[src/rtl/inst_encoder.sv]
// inst_encoder: streaming RV32I instruction encoder (inverse of the decoder).
// Decoded fields enter a small FIFO over valid/ready. Each entry is popped and
// assembled into a 32-bit word. The word is then written little-endian, one
// byte per cycle, to sequential addresses.
// Ports:
//   clk_in, rst_in (async, active-high), rdy_in (global pause)
//   start/base_addr          : restart at a new address, clear count/err, flush
//   in_valid/in_ready, op_type, rd, rs1, rs2, imm : decoded instruction input
//   mem_wr/mem_a/mem_dout    : byte-wide memory write port
//   busy, err (sticky unencodable op), count (words written, wraps)
module inst_encoder #(
  parameter int FIFO_DEPTH = 2
) (
  input  logic        clk_in,
  input  logic        rst_in,
  input  logic        rdy_in,
  input  logic        start,
  input  logic [31:0] base_addr,
  input  logic        in_valid,
  output logic        in_ready,
  input  logic [5:0]  op_type,
  input  logic [4:0]  rd,
  input  logic [4:0]  rs1,
  input  logic [4:0]  rs2,
  input  logic [31:0] imm,
  output logic        mem_wr,
  output logic [31:0] mem_a,
  output logic [7:0]  mem_dout,
  output logic        busy,
  output logic        err,
  output logic [15:0] count
);
  localparam int AW = $clog2(FIFO_DEPTH);

  // OP_* codes shared with the decoder
  localparam logic [5:0] OP_LUI  = 6'd1,  OP_AUIPC = 6'd2,  OP_JAL  = 6'd3,  OP_JALR = 6'd4;
  localparam logic [5:0] OP_BEQ  = 6'd5,  OP_BNE   = 6'd6,  OP_BLT  = 6'd7,  OP_BGE  = 6'd8;
  localparam logic [5:0] OP_BLTU = 6'd9,  OP_BGEU  = 6'd10, OP_LB   = 6'd11, OP_LH   = 6'd12;
  localparam logic [5:0] OP_LW   = 6'd13, OP_LBU   = 6'd14, OP_LHU  = 6'd15, OP_SB   = 6'd16;
  localparam logic [5:0] OP_SH   = 6'd17, OP_SW    = 6'd18, OP_ADDI = 6'd19, OP_SLTI = 6'd20;
  localparam logic [5:0] OP_SLTIU= 6'd21, OP_XORI  = 6'd22, OP_ORI  = 6'd23, OP_ANDI = 6'd24;
  localparam logic [5:0] OP_SLLI = 6'd25, OP_SRLI  = 6'd26, OP_SRAI = 6'd27, OP_ADD  = 6'd28;
  localparam logic [5:0] OP_SUB  = 6'd29, OP_SLL   = 6'd30, OP_SLT  = 6'd31, OP_SLTU = 6'd32;
  localparam logic [5:0] OP_XOR  = 6'd33, OP_SRL   = 6'd34, OP_SRA  = 6'd35, OP_OR   = 6'd36;
  localparam logic [5:0] OP_AND  = 6'd37;

  localparam logic [6:0] OPC_LUI = 7'b0110111, OPC_AUIPC = 7'b0010111, OPC_JAL = 7'b1101111;
  localparam logic [6:0] OPC_JALR = 7'b1100111, OPC_BR = 7'b1100011, OPC_LD = 7'b0000011;
  localparam logic [6:0] OPC_ST = 7'b0100011, OPC_IMM = 7'b0010011, OPC_REG = 7'b0110011;

  typedef enum logic [2:0] {F_R, F_I, F_SH, F_S, F_B, F_U, F_J} fmt_t;
  typedef enum logic [2:0] {S_IDLE, S_W0, S_W1, S_W2, S_W3} state_t;

  typedef struct packed {
    logic [5:0]  op;
    logic [4:0]  rd;
    logic [4:0]  rs1;
    logic [4:0]  rs2;
    logic [31:0] imm;
  } entry_t;

  state_t        state_q, state_d;
  logic [31:0]   waddr_q, waddr_d, word_q, word_d;
  logic [15:0]   count_q, count_d;
  logic          err_q, err_d;
  logic [AW:0]   wr_ptr_q, wr_ptr_d, rd_ptr_q, rd_ptr_d;
  entry_t        fifo_mem_q [FIFO_DEPTH];
  entry_t        head;
  logic          empty, full, push;
  logic [6:0]    opc;
  logic [2:0]    f3;
  logic          alt;     // funct7 = 0100000 (SUB/SRA/SRAI)
  logic          enc_ok;
  fmt_t          fmt;
  logic [31:0]   enc_word;
  logic [1:0]    byte_idx;

  localparam logic [AW:0] PTR_ONE = {{AW{1'b0}}, 1'b1};

  assign empty    = (wr_ptr_q == rd_ptr_q);
  assign full     = (wr_ptr_q[AW] != rd_ptr_q[AW]) && (wr_ptr_q[AW-1:0] == rd_ptr_q[AW-1:0]);
  // Occupancy is taken before this cycle's pop, so a full FIFO never pushes.
  assign in_ready = !full && !start && rdy_in;
  assign push     = in_valid && in_ready;
  assign head     = fifo_mem_q[rd_ptr_q[AW-1:0]];

  always_ff @(posedge clk_in) begin
    if (push) fifo_mem_q[wr_ptr_q[AW-1:0]] <= '{op_type, rd, rs1, rs2, imm};
  end

  // Per-op opcode/funct3/format lookup
  always_comb begin
    opc = '0; f3 = '0; alt = 1'b0; fmt = F_I; enc_ok = 1'b1;
    case (head.op)
      OP_LUI:   begin fmt = F_U;  opc = OPC_LUI;   end
      OP_AUIPC: begin fmt = F_U;  opc = OPC_AUIPC; end
      OP_JAL:   begin fmt = F_J;  opc = OPC_JAL;   end
      OP_JALR:  begin fmt = F_I;  opc = OPC_JALR;  end
      OP_BEQ:   begin fmt = F_B;  opc = OPC_BR;  f3 = 3'd0; end
      OP_BNE:   begin fmt = F_B;  opc = OPC_BR;  f3 = 3'd1; end
      OP_BLT:   begin fmt = F_B;  opc = OPC_BR;  f3 = 3'd4; end
      OP_BGE:   begin fmt = F_B;  opc = OPC_BR;  f3 = 3'd5; end
      OP_BLTU:  begin fmt = F_B;  opc = OPC_BR;  f3 = 3'd6; end
      OP_BGEU:  begin fmt = F_B;  opc = OPC_BR;  f3 = 3'd7; end
      OP_LB:    begin fmt = F_I;  opc = OPC_LD;  f3 = 3'd0; end
      OP_LH:    begin fmt = F_I;  opc = OPC_LD;  f3 = 3'd1; end
      OP_LW:    begin fmt = F_I;  opc = OPC_LD;  f3 = 3'd2; end
      OP_LBU:   begin fmt = F_I;  opc = OPC_LD;  f3 = 3'd4; end
      OP_LHU:   begin fmt = F_I;  opc = OPC_LD;  f3 = 3'd5; end
      OP_SB:    begin fmt = F_S;  opc = OPC_ST;  f3 = 3'd0; end
      OP_SH:    begin fmt = F_S;  opc = OPC_ST;  f3 = 3'd1; end
      OP_SW:    begin fmt = F_S;  opc = OPC_ST;  f3 = 3'd2; end
      OP_ADDI:  begin fmt = F_I;  opc = OPC_IMM; f3 = 3'd0; end
      OP_SLTI:  begin fmt = F_I;  opc = OPC_IMM; f3 = 3'd2; end
      OP_SLTIU: begin fmt = F_I;  opc = OPC_IMM; f3 = 3'd3; end
      OP_XORI:  begin fmt = F_I;  opc = OPC_IMM; f3 = 3'd4; end
      OP_ORI:   begin fmt = F_I;  opc = OPC_IMM; f3 = 3'd6; end
      OP_ANDI:  begin fmt = F_I;  opc = OPC_IMM; f3 = 3'd7; end
      OP_SLLI:  begin fmt = F_SH; opc = OPC_IMM; f3 = 3'd1; end
      OP_SRLI:  begin fmt = F_SH; opc = OPC_IMM; f3 = 3'd5; end
      OP_SRAI:  begin fmt = F_SH; opc = OPC_IMM; f3 = 3'd5; alt = 1'b1; end
      OP_ADD:   begin fmt = F_R;  opc = OPC_REG; f3 = 3'd0; end
      OP_SUB:   begin fmt = F_R;  opc = OPC_REG; f3 = 3'd0; alt = 1'b1; end
      OP_SLL:   begin fmt = F_R;  opc = OPC_REG; f3 = 3'd1; end
      OP_SLT:   begin fmt = F_R;  opc = OPC_REG; f3 = 3'd2; end
      OP_SLTU:  begin fmt = F_R;  opc = OPC_REG; f3 = 3'd3; end
      OP_XOR:   begin fmt = F_R;  opc = OPC_REG; f3 = 3'd4; end
      OP_SRL:   begin fmt = F_R;  opc = OPC_REG; f3 = 3'd5; end
      OP_SRA:   begin fmt = F_R;  opc = OPC_REG; f3 = 3'd5; alt = 1'b1; end
      OP_OR:    begin fmt = F_R;  opc = OPC_REG; f3 = 3'd6; end
      OP_AND:   begin fmt = F_R;  opc = OPC_REG; f3 = 3'd7; end
      default:  enc_ok = 1'b0;  // OP_NULL and unassigned codes
    endcase
  end

  // Field assembly; register slots a format lacks are simply not emitted (0).
  always_comb begin
    enc_word = '0;
    case (fmt)
      F_R:  enc_word = {1'b0, alt, 5'd0, head.rs2, head.rs1, f3, head.rd, opc};
      F_I:  enc_word = {head.imm[11:0], head.rs1, f3, head.rd, opc};
      F_SH: enc_word = {1'b0, alt, 5'd0, head.imm[4:0], head.rs1, f3, head.rd, opc};
      F_S:  enc_word = {head.imm[11:5], head.rs2, head.rs1, f3, head.imm[4:0], opc};
      F_B:  enc_word = {head.imm[12], head.imm[10:5], head.rs2, head.rs1, f3,
                        head.imm[4:1], head.imm[11], opc};
      F_U:  enc_word = {head.imm[31:12], head.rd, opc};
      F_J:  enc_word = {head.imm[20], head.imm[10:1], head.imm[11], head.imm[19:12],
                        head.rd, opc};
      default: enc_word = '0;
    endcase
  end

  always_comb begin
    state_d  = state_q;
    waddr_d  = waddr_q;
    word_d   = word_q;
    count_d  = count_q;
    err_d    = err_q;
    wr_ptr_d = wr_ptr_q;
    rd_ptr_d = rd_ptr_q;
    if (start) begin
      // push is blocked while start is high, so rd=wr empties the FIFO
      state_d  = S_IDLE;
      waddr_d  = base_addr;
      count_d  = '0;
      err_d    = 1'b0;
      rd_ptr_d = wr_ptr_q;
    end else if (rdy_in) begin
      if (push) wr_ptr_d = wr_ptr_q + PTR_ONE;
      case (state_q)
        S_W0: state_d = S_W1;
        S_W1: state_d = S_W2;
        S_W2: state_d = S_W3;
        default: begin  // IDLE or W3
          if (state_q == S_W3) begin
            waddr_d = waddr_q + 32'd4;
            count_d = count_q + 16'd1;
          end
          state_d = S_IDLE;
          if (!empty) begin
            rd_ptr_d = rd_ptr_q + PTR_ONE;
            if (enc_ok) begin
              word_d  = enc_word;
              state_d = S_W0;
            end else begin
              err_d = 1'b1;
            end
          end
        end
      endcase
    end
  end

  always_ff @(posedge clk_in or posedge rst_in) begin
    if (rst_in) begin
      state_q  <= S_IDLE;
      waddr_q  <= '0;
      word_q   <= '0;
      count_q  <= '0;
      err_q    <= 1'b0;
      wr_ptr_q <= '0;
      rd_ptr_q <= '0;
    end else begin
      state_q  <= state_d;
      waddr_q  <= waddr_d;
      word_q   <= word_d;
      count_q  <= count_d;
      err_q    <= err_d;
      wr_ptr_q <= wr_ptr_d;
      rd_ptr_q <= rd_ptr_d;
    end
  end

  always_comb begin
    case (state_q)
      S_W1:    byte_idx = 2'd1;
      S_W2:    byte_idx = 2'd2;
      S_W3:    byte_idx = 2'd3;
      default: byte_idx = 2'd0;
    endcase
  end

  // Address/data are pure functions of held state, so they freeze under rdy_in=0.
  assign mem_wr = rdy_in && (state_q != S_IDLE);
  assign mem_a  = waddr_q + {30'd0, byte_idx};
  always_comb begin
    case (byte_idx)
      2'd1:    mem_dout = word_q[15:8];
      2'd2:    mem_dout = word_q[23:16];
      2'd3:    mem_dout = word_q[31:24];
      default: mem_dout = word_q[7:0];
    endcase
  end

  assign busy  = !empty || (state_q != S_IDLE);
  assign err   = err_q;
  assign count = count_q;
endmodule

[config.mk]
export PLATFORM = sky130hd
export DESIGN_NAME = inst_encoder
export DESIGN_NICKNAME = d
export VERILOG_FILES = /design/src/rtl/inst_encoder.sv
export SDC_FILE = /design/constraint.sdc
export NUM_CORES = 1
export LEC_CHECK = 0
export ABC_AREA = 1
export BUFFER_PORTS_ARGS = -buffer_cell sky130_fd_sc_hd__buf_4
export CORE_MARGIN = 2
export CORE_UTILIZATION = 52
export CTS_CLUSTER_DIAMETER = 80
export DETAILED_ROUTE_END_ITERATION = 10
export GPL_TIMING_DRIVEN = 0
export PLACE_DENSITY = 0.88
export SETUP_SLACK_MARGIN = 0.05
export SLEW_MARGIN = 20
export SYNTH_ARGS = -nofsm -noshare
export SYNTH_HDL_FRONTEND = slang
export SYNTH_SLANG_ARGS = --single-unit
[constraint.sdc]
create_clock -name clk_in -period 3.7 [get_ports clk_in]
set_input_delay 0.74 -clock clk_in [delete_from_list [all_inputs] [get_ports clk_in]]
set_output_delay 0.74 -clock clk_in [all_outputs]
set_load 0.03 [all_outputs]
Word-level counts from Yosys, hierarchy flattened. Memory sizes are Yosys's and may differ from the RTL's. Index checks and enable logic that the tools add are counted.

$add $sub $neg: 5. $mul: 0. Equality and inequality tests: 56. Reductions and logical operators: 35. Bitwise gates (word level): 3. Div/mod/pow operators: 0. Shift operators: 0. Multiplexer cells: 32. Magnitude comparators: 0.

Operator list (count): one-hot mux 32 bit (7 select lines) (1); 2-to-1 mux 32 bit (4); == test 6 x 5 -> 1 bit, second input constant (16); 2-to-1 mux 16 bit (4); one-hot mux 7 bit (9 select lines) (1); == test 6 x 4 -> 1 bit, second input constant (8); OR reduction 37 bit (1); == test 6 bit, second input constant (6); adder 32 x 2 -> 32 bit (1); adder 32 x 3 -> 32 bit, second input constant (1); == test 6 x 3 -> 1 bit, second input constant (4); one-hot mux 8 bit (3 select lines) (1); one-hot mux 3 bit (7 select lines) (1); one-hot mux 3 bit (6 select lines) (1); OR reduction 3 bit (6); adder 16 x 1 -> 16 bit, second input constant (1); == test 3 x 2 -> 1 bit, second input constant (4); == test 3 bit, second input constant (4); == test 6 x 2 -> 1 bit, second input constant (2); OR reduction 6 bit (2); 2-to-1 mux 1 bit (11); OR reduction 10 bit (1); OR reduction 5 bit (2); one-hot mux 3 bit (3 select lines) (1); other kinds (26) (47).

Word-level logic and storage cells: 139. Latch bits: 0. RAM bits: 106. Bits of input ports: 90. Memories: 1. Output and inout bits: 60. Memory bits (read-only): 0. Register bits after elaboration: 88.

Memory list: fifo_mem_q (words 2, bits a word 53, read ports 1, clocked after Yosys merged registers in 0, wr ports 1, RTL line 67) `entry_t fifo_mem_q [FIFO_DEPTH];`.

Depth between registers and ports, before layout. Gate-level depths: netlist (run 1). An unclocked memory read counts as a cell.

Word-level depth: 9. Mapped depth: 19. Mapped depth without buffers: 16.

Least setup slack after synthesis (run 1). No wires, ideal clock.

Path kind: input to register. From: input port start. To: memory fifo_mem_q[1][0] (netlist bit) (enable). Library setup time: 0.467 ns. Slack: -0.960 ns. Required time: 3.233 ns. Cell stages on the path: 6. Buffers on the path: 1. Arrival: 4.194 ns. Cell sequence: clkbuf_1 nor2_1 inv_1 a21oi_1 nand2_1 nor2_1.

Cells in the longest elaborated chain, start to end: 6.

RTL lines: start, declared (RTL line 17) `input logic start,`; logical NOT 1 bit (RTL line 83) `assign in_ready = !full && !start && rdy_in;`; logical AND 1 bit (2 in a row) (RTL line 83); named net in_ready (RTL line 20) `output logic in_ready,`; logical AND 1 bit (RTL line 84) `assign push = in_valid && in_ready;`; 2-to-1 mux 1 bit (RTL line 88) `if (push) fifo_mem_q[wr_ptr_q[AW-1:0]] <= '{op_type, rd, rs1, rs2, imm};`; 2-to-1 mux 1 bit (implied by the code) (RTL line 88); end, declared (RTL line 67).

The timed path passes the listed nets, and every way through them passes these cells.

Worst setup path after layout (run 1).
From: register state_q[0]. To: output port mem_a[30].

Cells in the longest elaborated chain, start to end: 3. Elaborated cells on any way between the ends: 5.

RTL lines: start, declared (RTL line 62) `state_t state_q, state_d;`; start signal, assigned (RTL line 204) `state_q <= state_d;`; == test 3 bit or == test 3 x 2 -> 1 bit (tied branches) (RTL line 215) `case (state_q)`; one-hot mux 2 bit (3 select lines) (*) (RTL line 215); adder 32 x 2 -> 32 bit (*) (RTL line 225) `assign mem_a = waddr_q + {30'd0, byte_idx};`; end, declared (RTL line 27) `output logic [31:0] mem_a,`.

Every way passes the cells marked *; elsewhere a longest branch is shown, timed or not.

==> results of run 1 <==
[area by class of cell]
type / instances / area (um2) / share of cell area, %
clock buffer: 17 / 425 / 3.42
inverter: 99 / 382 / 3.07
clock inverter: 15 / 178 / 1.43
sequential: 193 / 5360 / 43.1
multi-input combinational: 853 / 4320 / 34.7
timing repair buffer: 156 / 1270 / 10.2
buffer: 32 / 176 / 1.42
tap: 265 / 332 / 2.67
[how the worst max path moves through the flow]
stage | start | end | slack (ns) | depth (start not counted)
6_report | state_q[0] | mem_a[30] | 0.14 | 11
5_1_grt | state_q[0] | mem_a[30] | -0.01 | 11
4_1_cts | state_q[2] | mem_a[29] | 0.09 | 11
3_5_place_dp | state_q[0] | mem_a[30] | -0.43 | 11
3_3_place_gp | start | fifo_mem_q[1][40] | -0.46 | 6
2_1_floorplan | start | fifo_mem_q[1][0] | -0.09 | 6
[cells in the mapped netlist (all sizes together)]
master and n:
nor3b 1, nor2 120, nand2 421, o221ai 10
xor2 43, ha 4, o311ai 3, nand3 38
o211ai 21, nand3b 3, o31ai 5, buf 9
nor3 32, inv 98, a31oi 1, or2 13
clkbuf 23, a21oi 30, mux2i 10, edfxtp 106
a22oi 1, xnor2 9, nor4 8, o21ai 47
o22ai 4, a22o 1, o21bai 1, o2111a 1
nand4 23, clkinv 1, fa 1, a311oi 1
dfrtp 87, a211oi 1
[routing by layer]
layer,global-route usage (%),vias to the layer above,part of all wire [%]
met4,12.1,0,4.0
met1,35.1,4330,39
li1,-,4249,-
met5,0,-,0
met3,4.13,98,7.6
met2,47.8,499,49
[registers in the layout, indices dropped and copies added (netlist names)]
register / cells
err: 1
waddr_q: 32
state_q: 3
fifo_mem_q: 106
rd_ptr_q: 2
wr_ptr_q: 2
count: 16
word_q: 31
[per-stage QoR]
stage	setup TNS, ns	instances	cell area, um2	total power (W)	hold WS (ns)
floorplan	-7.19	1177	10200	0.00469	0.434
global placement	-81.73	1590	11600	0.00548	0.451
detailed placement	-1.76	1596	11800	0.00560	0.455
CTS	0	1629	12400	0.00747	0.441
global route	-0.0138	1630	12400	0.00789	0.468
finish	0	1630	12400	0.00751	0.422
[power by group through the flow]
stage	registers, W	clock network (W)	logic [W]
2_1_floorplan	0.00276	0	0.00194
3_3_place_gp	0.00279	0	0.00269
3_5_place_dp	0.00280	0	0.00281
4_1_cts	0.00276	0.00187	0.00284
5_1_grt	0.00279	0.00196	0.00314
6_report	0.00276	0.00186	0.00289
[cells by family after synthesis]
logic type	Yosys count
simple gates	659
flops	193
buf+inv	131
compound gates	127
xor+xnor	52
mux	10
fa+ha+maj	5
[timing repair]
action	4_1_cts	5_1_grt
resized for setup	7	10
buffers inserted	1	1
pin swaps	1	0
gates cloned	0	0
endpoints found under the setup margin	30	12
==> impl_metrics.ini, run 1 <==
[yosys]
synth_compound_area_share_pct = 7.65
synth_fp_nets = 1272
seq_area_frac_synth_pct = 52.8
post_synth_mux_area_share_pct = 0.986
synth_top_area_share_pct = 31.4
synthSimpleGateAreaFrac_pct = 28.0
ys_seq_elements = 193
syn_inst = 1177
adder_cell_area_share_of_the_yosys_netlist_pct = 0.690
syn-mean-instance-area_um2 = 8.63
ys_warnings = 0
synth_top_family_by_area = simple AND/OR/NAND/NOR gates
synth.area.top_cells = edfxtp_1 31%, dfrtp_1 21%, nand2_1 15%, nor2_1 4.0%, xor2_1 3.7%
ys_types = 48
post-synth-top-area-cell = edfxtp_1
post_synth_xor_area_fraction_pct = 4.49
synth_area_um2 = 10200

[die]
boundaryPins = 150
initial_core_util_pct = 52.5
die_width_um = 144
std_cell_rows = 51
coreArea_um2 = 19300
die_height_um = 144
area_of_the_die_um2 = 20700

[job]
drv_cap = 0

[setup_path]
timing.critical_path.cells = nor2_2, nand2_1, nand2_2, ha_2, fa_1, clkbuf_4, nand2_1, nor3_4, nand2_1, xor2_1, buf_4
setup.worst_path.class = reg2out
r2r_cells = 8
worst_path_most_repeated_cell = nand2_1
timing.critical_path.buf_inv = 2
r2r_start = state_q[0]
crit_path_start_kind = flop
cp_data_required_time_ns = 2.96
critical_path_peak_fanout = 10
cpLargestDelayFamily = simple AND/OR/NAND/NOR gates
slowest_delay_ns = 0.45
timing.critical_path.slowest_stage_cell = dfrtp_1
r2r_slack_ns = 1.05
end_of_the_worst_register_to_register_path = waddr_q[21]
worst_ep_arrival_time_ns = 2.82
setup.worst_path.end_class = output port

[cts]
clock_pin_slew_on_the_worst_setup_and_hold_paths_ns = 0.07
cts_sinks = 193
cts.hold.buffers_added = 0
clock_tree.root_cell = clkbuf_16
tritoncts = yes
cts_buffer_depth = 2
ctsHtreeMaxLevel = 4
cts-buffers-inserted = 17
clock_latency_ns = 0.45

[pwr]
power_density_nw_per_um2 = 604
power.share.switching_pct = 40.9
ir_drop_v = 0.000481
comb_pwr_share_pct = 38.5
netSwitchingPower_w = 0.00307
power.share.sequential_pct = 36.8
cellLeakagePower_nw = 5.50
clockPowerShare_pct = 24.7
cell_internal_pwr_w = 0.00443

[timing]
setup_viol = 0
rsz_0062_raised_after_global_routing = yes
worst_slack_ns = 0.145
finalCritPeriodShare_pct = 96.1
tightest_slew_ns = 0.873
fmaxAchievable_ghz = 0.281
relSlewSlack_pct = 41.8
period_needed_ns = 3.56
fin_skew_ns = 0.0160
hold_viol = 0
drv_slew = 0

[routing]
dr.pass1.iters = 7
wire_per_inst_um = 17.4
initialDrtViolationCount = 933
postRouteAntennaNets = 0
avgViaCountPerCell = 5.63
route.vias.total = 9176
route.final.wire_length_um = 28300
drc = 0

[grt]
gr-usage-all-layers_pct = 27.8
number_of_global_route_vias_before_repair = 8651
grt_max_degree = 55
grt_overflow_total = 0
grt_antenna_before_repair = 0
wire_length_of_the_first_global_routing_pass_um = 43800

[place]
detailed_placement_wirelength_estimate_um = 21100
place_congestion = 0.953
place_ws_ns = -0.431
io_buffer_count = 148

[finish]
layout.core_utilization_pct = 64.3
layout-drive-gt1-share_pct = 19.5
fillers = 1519
layout-area-overhead-vs-synth_pct = 22.5
fin_nets = 1447
final_cell_mix = 399 x nand2_1, 152 x buf_4, 106 x edfxtp_1
antenna_cells = 0
layout_commonest_cell = nand2_1

[outcome]
status = complete, no violations

[min_path]
hold_path_class = in2async
Power figures use the tool's default switching activity.
==> run 2, diff against run 1 <==
--- a/config.mk
+++ b/config.mk
@@ -7,12 +7,14 @@
 export LEC_CHECK = 0
 export ABC_AREA = 1
 export BUFFER_PORTS_ARGS = -buffer_cell sky130_fd_sc_hd__buf_4
-export CORE_MARGIN = 2
+export CORE_MARGIN = 4
 export CORE_UTILIZATION = 52
+export CTS_BUF_LIST = sky130_fd_sc_hd__clkbuf_16
 export CTS_CLUSTER_DIAMETER = 80
 export DETAILED_ROUTE_END_ITERATION = 10
 export GPL_TIMING_DRIVEN = 0
 export PLACE_DENSITY = 0.88
+export REMOVE_ABC_BUFFERS = 1
 export SETUP_SLACK_MARGIN = 0.05
 export SLEW_MARGIN = 20
 export SYNTH_ARGS = -nofsm -noshare
==> run 2 against run 1 <==
  * Power is 3.4% lower
  * Die area is 5.6% higher
  * Hold slack worse by 0.092 ns
  * Final cell count is 2.1% lower
  * Highest routed layer unchanged
  * Non-clock buffer count is 28 lower
  * Sequential power is 1% higher
  * Global-route usage is 2.5 points lower
  * First-iteration DRC count is 26% lower
  * Clock-buffer cell count stayed put
  * Critical path type unchanged
  * Combinational power is 6.9% lower
==> impl_metrics.ini, run 2 (synthesized netlist as in run 1, its figures left out) <==
[outcome]
status = complete, no violations

[pwr]
netSwitchingPower_w = 0.00291
total_power_w = 0.00725
comb_pwr_share_pct = 37.2
clockPowerShare_pct = 24.2
ir_drop_v = 0.000446
cell_internal_pwr_w = 0.00434
power_density_nw_per_um2 = 592
cellLeakagePower_nw = 5.42
power.share.switching_pct = 40.2
power.share.sequential_pct = 38.6

[setup_path]
r2r_slack_ns = 0.30
timing.critical_path.cells = inv_1, nor3_4, inv_1, nand2_1, ha_1, fa_2, buf_4, nand2_1, inv_1, nand2_1, xor2_1, buf_4
timing.critical_path.slowest_stage_cell = fa_2
worst_ep_arrival_time_ns = 2.77
setup.worst_path.class = reg2out
r2r_cells = 15
cp_data_required_time_ns = 2.96
slowest_delay_ns = 0.44
timing.critical_path.buf_inv = 5
setup.worst_path.end_class = output port
critical_path_peak_fanout = 5
end_of_the_worst_register_to_register_path = word_q[30]
r2r_start = rd_ptr_q[0]
crit_path_start_kind = flop
cpLargestDelayFamily = adder cells

[timing]
worst_slack_ns = 0.188
hold_viol = 0
holdWs_ns = 0.330
rsz_0062_raised_after_global_routing = no
fin_skew_ns = 0.00904
relSlewSlack_pct = 38.5
period_needed_ns = 3.51
finalCritPeriodShare_pct = 94.9
fmaxAchievable_ghz = 0.285
setup-tns-final_ns = 0
tightest_slew_ns = 0.919
setup_viol = 0
drv_slew = 0

[finish]
final_cell_mix = 400 x nand2_1, 154 x buf_4, 106 x edfxtp_1
flip_flop_count_of_the_largest_register_all_copies_and_words_added = 106
post_layout_nonfiller_instances = 1596
layout_commonest_cell = nand2_1
layout-area-overhead-vs-synth_pct = 20.6
antenna_cells = 0
fin_nets = 1419
layout-drive-gt1-share_pct = 19.4

[place]
place_ws_ns = -0.382
detailed_placement_wirelength_estimate_um = 19900
io_buffer_count = 149
place_congestion = 0.951
place_inst = 1560

[cts]
tritoncts = yes
cts_buffer_depth = 2
cts_sinks = 193
clock_tree.root_cell = clkbuf_16
cts-buffers-inserted = 17
clock_pin_slew_on_the_worst_setup_and_hold_paths_ns = 0.08
ctsHtreeMaxLevel = 4
clock_latency_ns = 0.44

[grt]
wire_length_of_the_first_global_routing_pass_um = 44100
grt_antenna_before_repair = 0
grt_max_degree = 54
gr-usage-all-layers_pct = 25.4
grt_overflow_total = 0
number_of_global_route_vias_before_repair = 8620

[routing]
route.final.wire_length_um = 27400
initialDrtViolationCount = 689
drc = 0
route.vias.total = 8725
avgViaCountPerCell = 5.47
wire_per_inst_um = 17.1
dr.pass1.iters = 5
postRouteAntennaNets = 0

[die]
coreArea_um2 = 19000
boundaryPins = 150
die_height_um = 148
area_of_the_die_um2 = 21800
die_width_um = 148
std_cell_rows = 50
initial_core_util_pct = 53.6

[min_path]
hold_path_class = in2async

[job]
drv_cap = 0
## run 2: cell types whose count changed in the layout (fill, tap and decap cells not counted), sizes merged
cell,before,now
clkbuf,40,17
buf,165,160
clkinv,7,9
inv,106,104
clkinvlp,1,0
## run 2: cell type report
type | count | area (um2)
fill | 1531 | 6710
timing repair buffer | 160 | 1310
inverter | 99 | 382
clock inverter | 14 | 125
tap | 260 | 325
multi-input combinational | 853 | 4310
clock buffer | 17 | 425
sequential | 193 | 5370
## run 2: routing by layer
| metal | wire (um) | part of all wire, % | up-vias | track usage (%) |
|---|---|---|---|---|
| li1 | - | - | 4186 | - |
| met1 | 10900 | 40 | 4120 | 32.5 |
| met2 | 13400 | 49 | 363 | 43.1 |
| met3 | 2400 | 8.8 | 56 | 5.70 |
| met4 | 681 | 2.5 | 0 | 7.97 |
| met5 | 0 | 0 | - | 0 |
## run 2: repair_timing
action,4_1_cts,5_1_grt
setup endpoints to repair,29,19
resized for setup,5,9
pin swaps,2,1
buffers inserted,4,1
hold buffers,0,0
## run 2: worst max path at each step
stage | from | to | slack [ns] | depth (start not counted)
after floorplan | rd_ptr_q[0] | fifo_mem_q[1][0] | -1.58 | 4
after global placement | rd_ptr_q[0] | fifo_mem_q[1][21] | -3.37 | 4
after detailed placement | state_q[0] | mem_a[30] | -0.38 | 10
after CTS | state_q[0] | mem_a[29] | 0.07 | 11
after global routing | state_q[1] | mem_a[30] | 0.04 | 11
final | state_q[1] | mem_a[12] | 0.19 | 12
## run 2: metrics by stage
step                utilization (%)  area, um2
CTS                            64.4      12200
finish                         64.6      12200
global route                   64.6      12200
global placement               60.3      11400
floorplan                         -       9980
detailed placement             61.2      11600
## run 2: power groups by stage
stage	sequential [W]	combinational (W)	clock [W]
finish	0.00280	0.00269	0.00176
global placement	0.00291	0.00250	0
floorplan	0.00284	0.00175	0
detailed placement	0.00283	0.00265	0
global route	0.00283	0.00298	0.00189
CTS	0.00279	0.00268	0.00177
==> run 3, diff against run 2 <==
--- a/config.mk
+++ b/config.mk
@@ -7,13 +7,13 @@
 export LEC_CHECK = 0
 export ABC_AREA = 1
 export BUFFER_PORTS_ARGS = -buffer_cell sky130_fd_sc_hd__buf_4
-export CORE_MARGIN = 4
+export CORE_MARGIN = 2
 export CORE_UTILIZATION = 52
 export CTS_BUF_LIST = sky130_fd_sc_hd__clkbuf_16
 export CTS_CLUSTER_DIAMETER = 80
 export DETAILED_ROUTE_END_ITERATION = 10
 export GPL_TIMING_DRIVEN = 0
-export PLACE_DENSITY = 0.88
+export PLACE_DENSITY = 0.86
 export REMOVE_ABC_BUFFERS = 1
 export SETUP_SLACK_MARGIN = 0.05
 export SLEW_MARGIN = 20
==> run 3 against run 2 <==
  * Fmax up 0.30%
  * Sequential cell count stayed put
  * Worst setup slack gained 0.010 ns
  * Power decreased by 0.35%
  * Critical path depth is 1 lower
  * Non-clock buffer count decreased by 2
==> impl_metrics.ini, run 3 (synthesized netlist as in run 1, its figures left out) <==
[setup_path]
crit_path_start_kind = flop
cp_data_required_time_ns = 2.96
setup.worst_path.class = reg2out
worst_ep_arrival_time_ns = 2.76
setup.worst_path.end_class = output port
critical_path_peak_fanout = 4

[die]
die_width_um = 144
area_of_the_die_um2 = 20700
boundaryPins = 150
die_height_um = 144
std_cell_rows = 51
coreArea_um2 = 19300
initial_core_util_pct = 52.5

[timing]
worst_slack_ns = 0.199
fmaxAchievable_ghz = 0.286
tightest_slew_ns = 0.936
rsz_0062_raised_after_global_routing = no
drv_slew = 0
relSlewSlack_pct = 37.3
fin_skew_ns = 0.00955
period_needed_ns = 3.50
hold_viol = 0
holdWs_ns = 0.358
finalCritPeriodShare_pct = 94.6
setup_viol = 0

[job]
drv_cap = 0

[place]
io_buffer_count = 149
place_ws_ns = -0.472
place_congestion = 0.960
detailed_placement_wirelength_estimate_um = 19800

[cts]
clock_pin_slew_on_the_worst_setup_and_hold_paths_ns = 0.08
cts_buffer_depth = 2
tritoncts = yes
cts-buffers-inserted = 17
clock_tree.root_cell = clkbuf_16
cts_sinks = 193
clock_latency_ns = 0.43
ctsHtreeMaxLevel = 4

[finish]
seqCellArea_um2 = 5370
flip_flop_count_of_the_largest_register_all_copies_and_words_added = 106
layout-drive-gt1-share_pct = 19.4
fin_nets = 1417
fillers = 1636
layout_commonest_cell = nand2_1
layout-area-overhead-vs-synth_pct = 20.5
antenna_cells = 0
final_cell_mix = 400 x nand2_1, 152 x buf_4, 106 x edfxtp_1
multi_input_comb_area_um2 = 4320

[grt]
number_of_global_route_vias_before_repair = 8409
wire_length_of_the_first_global_routing_pass_um = 42600
grt_overflow_total = 0
grt_max_degree = 51
grt_antenna_before_repair = 0
gr-usage-all-layers_pct = 26.7

[pwr]
comb_pwr_share_pct = 37.0
ir_drop_v = 0.000404
clockPowerShare_pct = 24.2
power.share.switching_pct = 40.0
power.share.sequential_pct = 38.8
cell_internal_pwr_w = 0.00434
netSwitchingPower_w = 0.00289
power_density_nw_per_um2 = 591
cellLeakagePower_nw = 5.42

[routing]
wirelength_met1_um = 10500
initialDrtViolationCount = 742
wire_per_inst_um = 16.8
met3RoutedLength_um = 2190
avgViaCountPerCell = 5.41
dr.pass1.iters = 7
route.final.wire_length_um = 26800
route.met2.wl_um = 13500
top_layer_used = met4
postRouteAntennaNets = 0
drc = 0
route.vias.total = 8660

[outcome]
status = complete, no violations

[min_path]
hold_path_class = in2async
==> run 3: changes by cell type in the layout (fill, tap and decap cells not counted), moves of 2 or more <==
cell      previous run  this run
buf_12               1         3
inv_1               88        91
buf_16               5         3
clkinv_1             4         1
clkinv_4             4         1
buf_4              154       152
==> run 3: path summary, 6_finish.rpt <==
path	from	to	slack, ns	depth (start not counted)
max in group asynchronous	rst_in	rd_ptr_q[0]	2.69	3
setup / recovery	state_q[1]	mem_a[30]	0.20	11
min in group clk_in	word_q[1]	word_q[1]	0.47	1
hold / removal	rst_in	waddr_q[3]	0.36	2
setup reg to reg	rd_ptr_q[0]	word_q[15]	0.39	16
hold reg to reg	word_q[1]	word_q[1]	0.47	1
==> run 3: routing by layer <==
layer / up-vias / track usage (%)
li1: 4184 / -
met1: 4049 / 33.4
met2: 375 / 46.1
met3: 52 / 5.50
met4: 0 / 8.98
met5: - / 0
==> run 3: per-stage QoR <==
step                cells  TNS, ns  cell area, um2  power [W]  utilization, %
detailed placement   1565    -2.78           11600    0.00548            60.0
global route         1600        0           12200    0.00766            63.3
CTS                  1599        0           12200    0.00725            63.1
finish               1600        0           12200    0.00723            63.3
floorplan            1145  -165.98            9980    0.00460               -
global placement     1559  -431.44           11400    0.00541            59.1
==> run 3: area by class of cell <==
type                            instances  share of cell area (%)
Clock inverter                         15                    1.05
Tap cell                              265                    2.71
Sequential cell                       193                    43.9
Inverter                               99                    3.12
Multi-Input combinational cell        853                    35.3
Timing Repair Buffer                  158                    10.5
Clock buffer                           17                    3.48
==> run 3: worst max-delay path, cell delays in order, from the launching register on <==
cell	delay, ns
dfrtp_1	0.41
inv_1	0.10
nor3_4	0.22
inv_1	0.08
nand2_1	0.11
ha_2	0.24
fa_2	0.29
nand2_1	0.09
nor3_2	0.29
nand2_1	0.12
xor2_1	0.19
buf_4	0.20
==> run 3: power groups by stage <==
stage	logic, W	registers, W	clock network [W]
CTS	0.00267	0.00280	0.00177
global route	0.00297	0.00284	0.00185
finish	0.00267	0.00281	0.00175
floorplan	0.00175	0.00284	0
global placement	0.00249	0.00292	0
detailed placement	0.00264	0.00284	0
==> run 3: timing repair <==
| item | 4_1_cts | 5_1_grt |
|---|---|---|
| gates resized for setup | 6 | 9 |
| pin swaps | 2 | 0 |
| hold buffers | 0 | 0 |
| setup buffers | 2 | 1 |
| endpoints found under the setup margin | 30 | 15 |
| cloned | 0 | 0 |
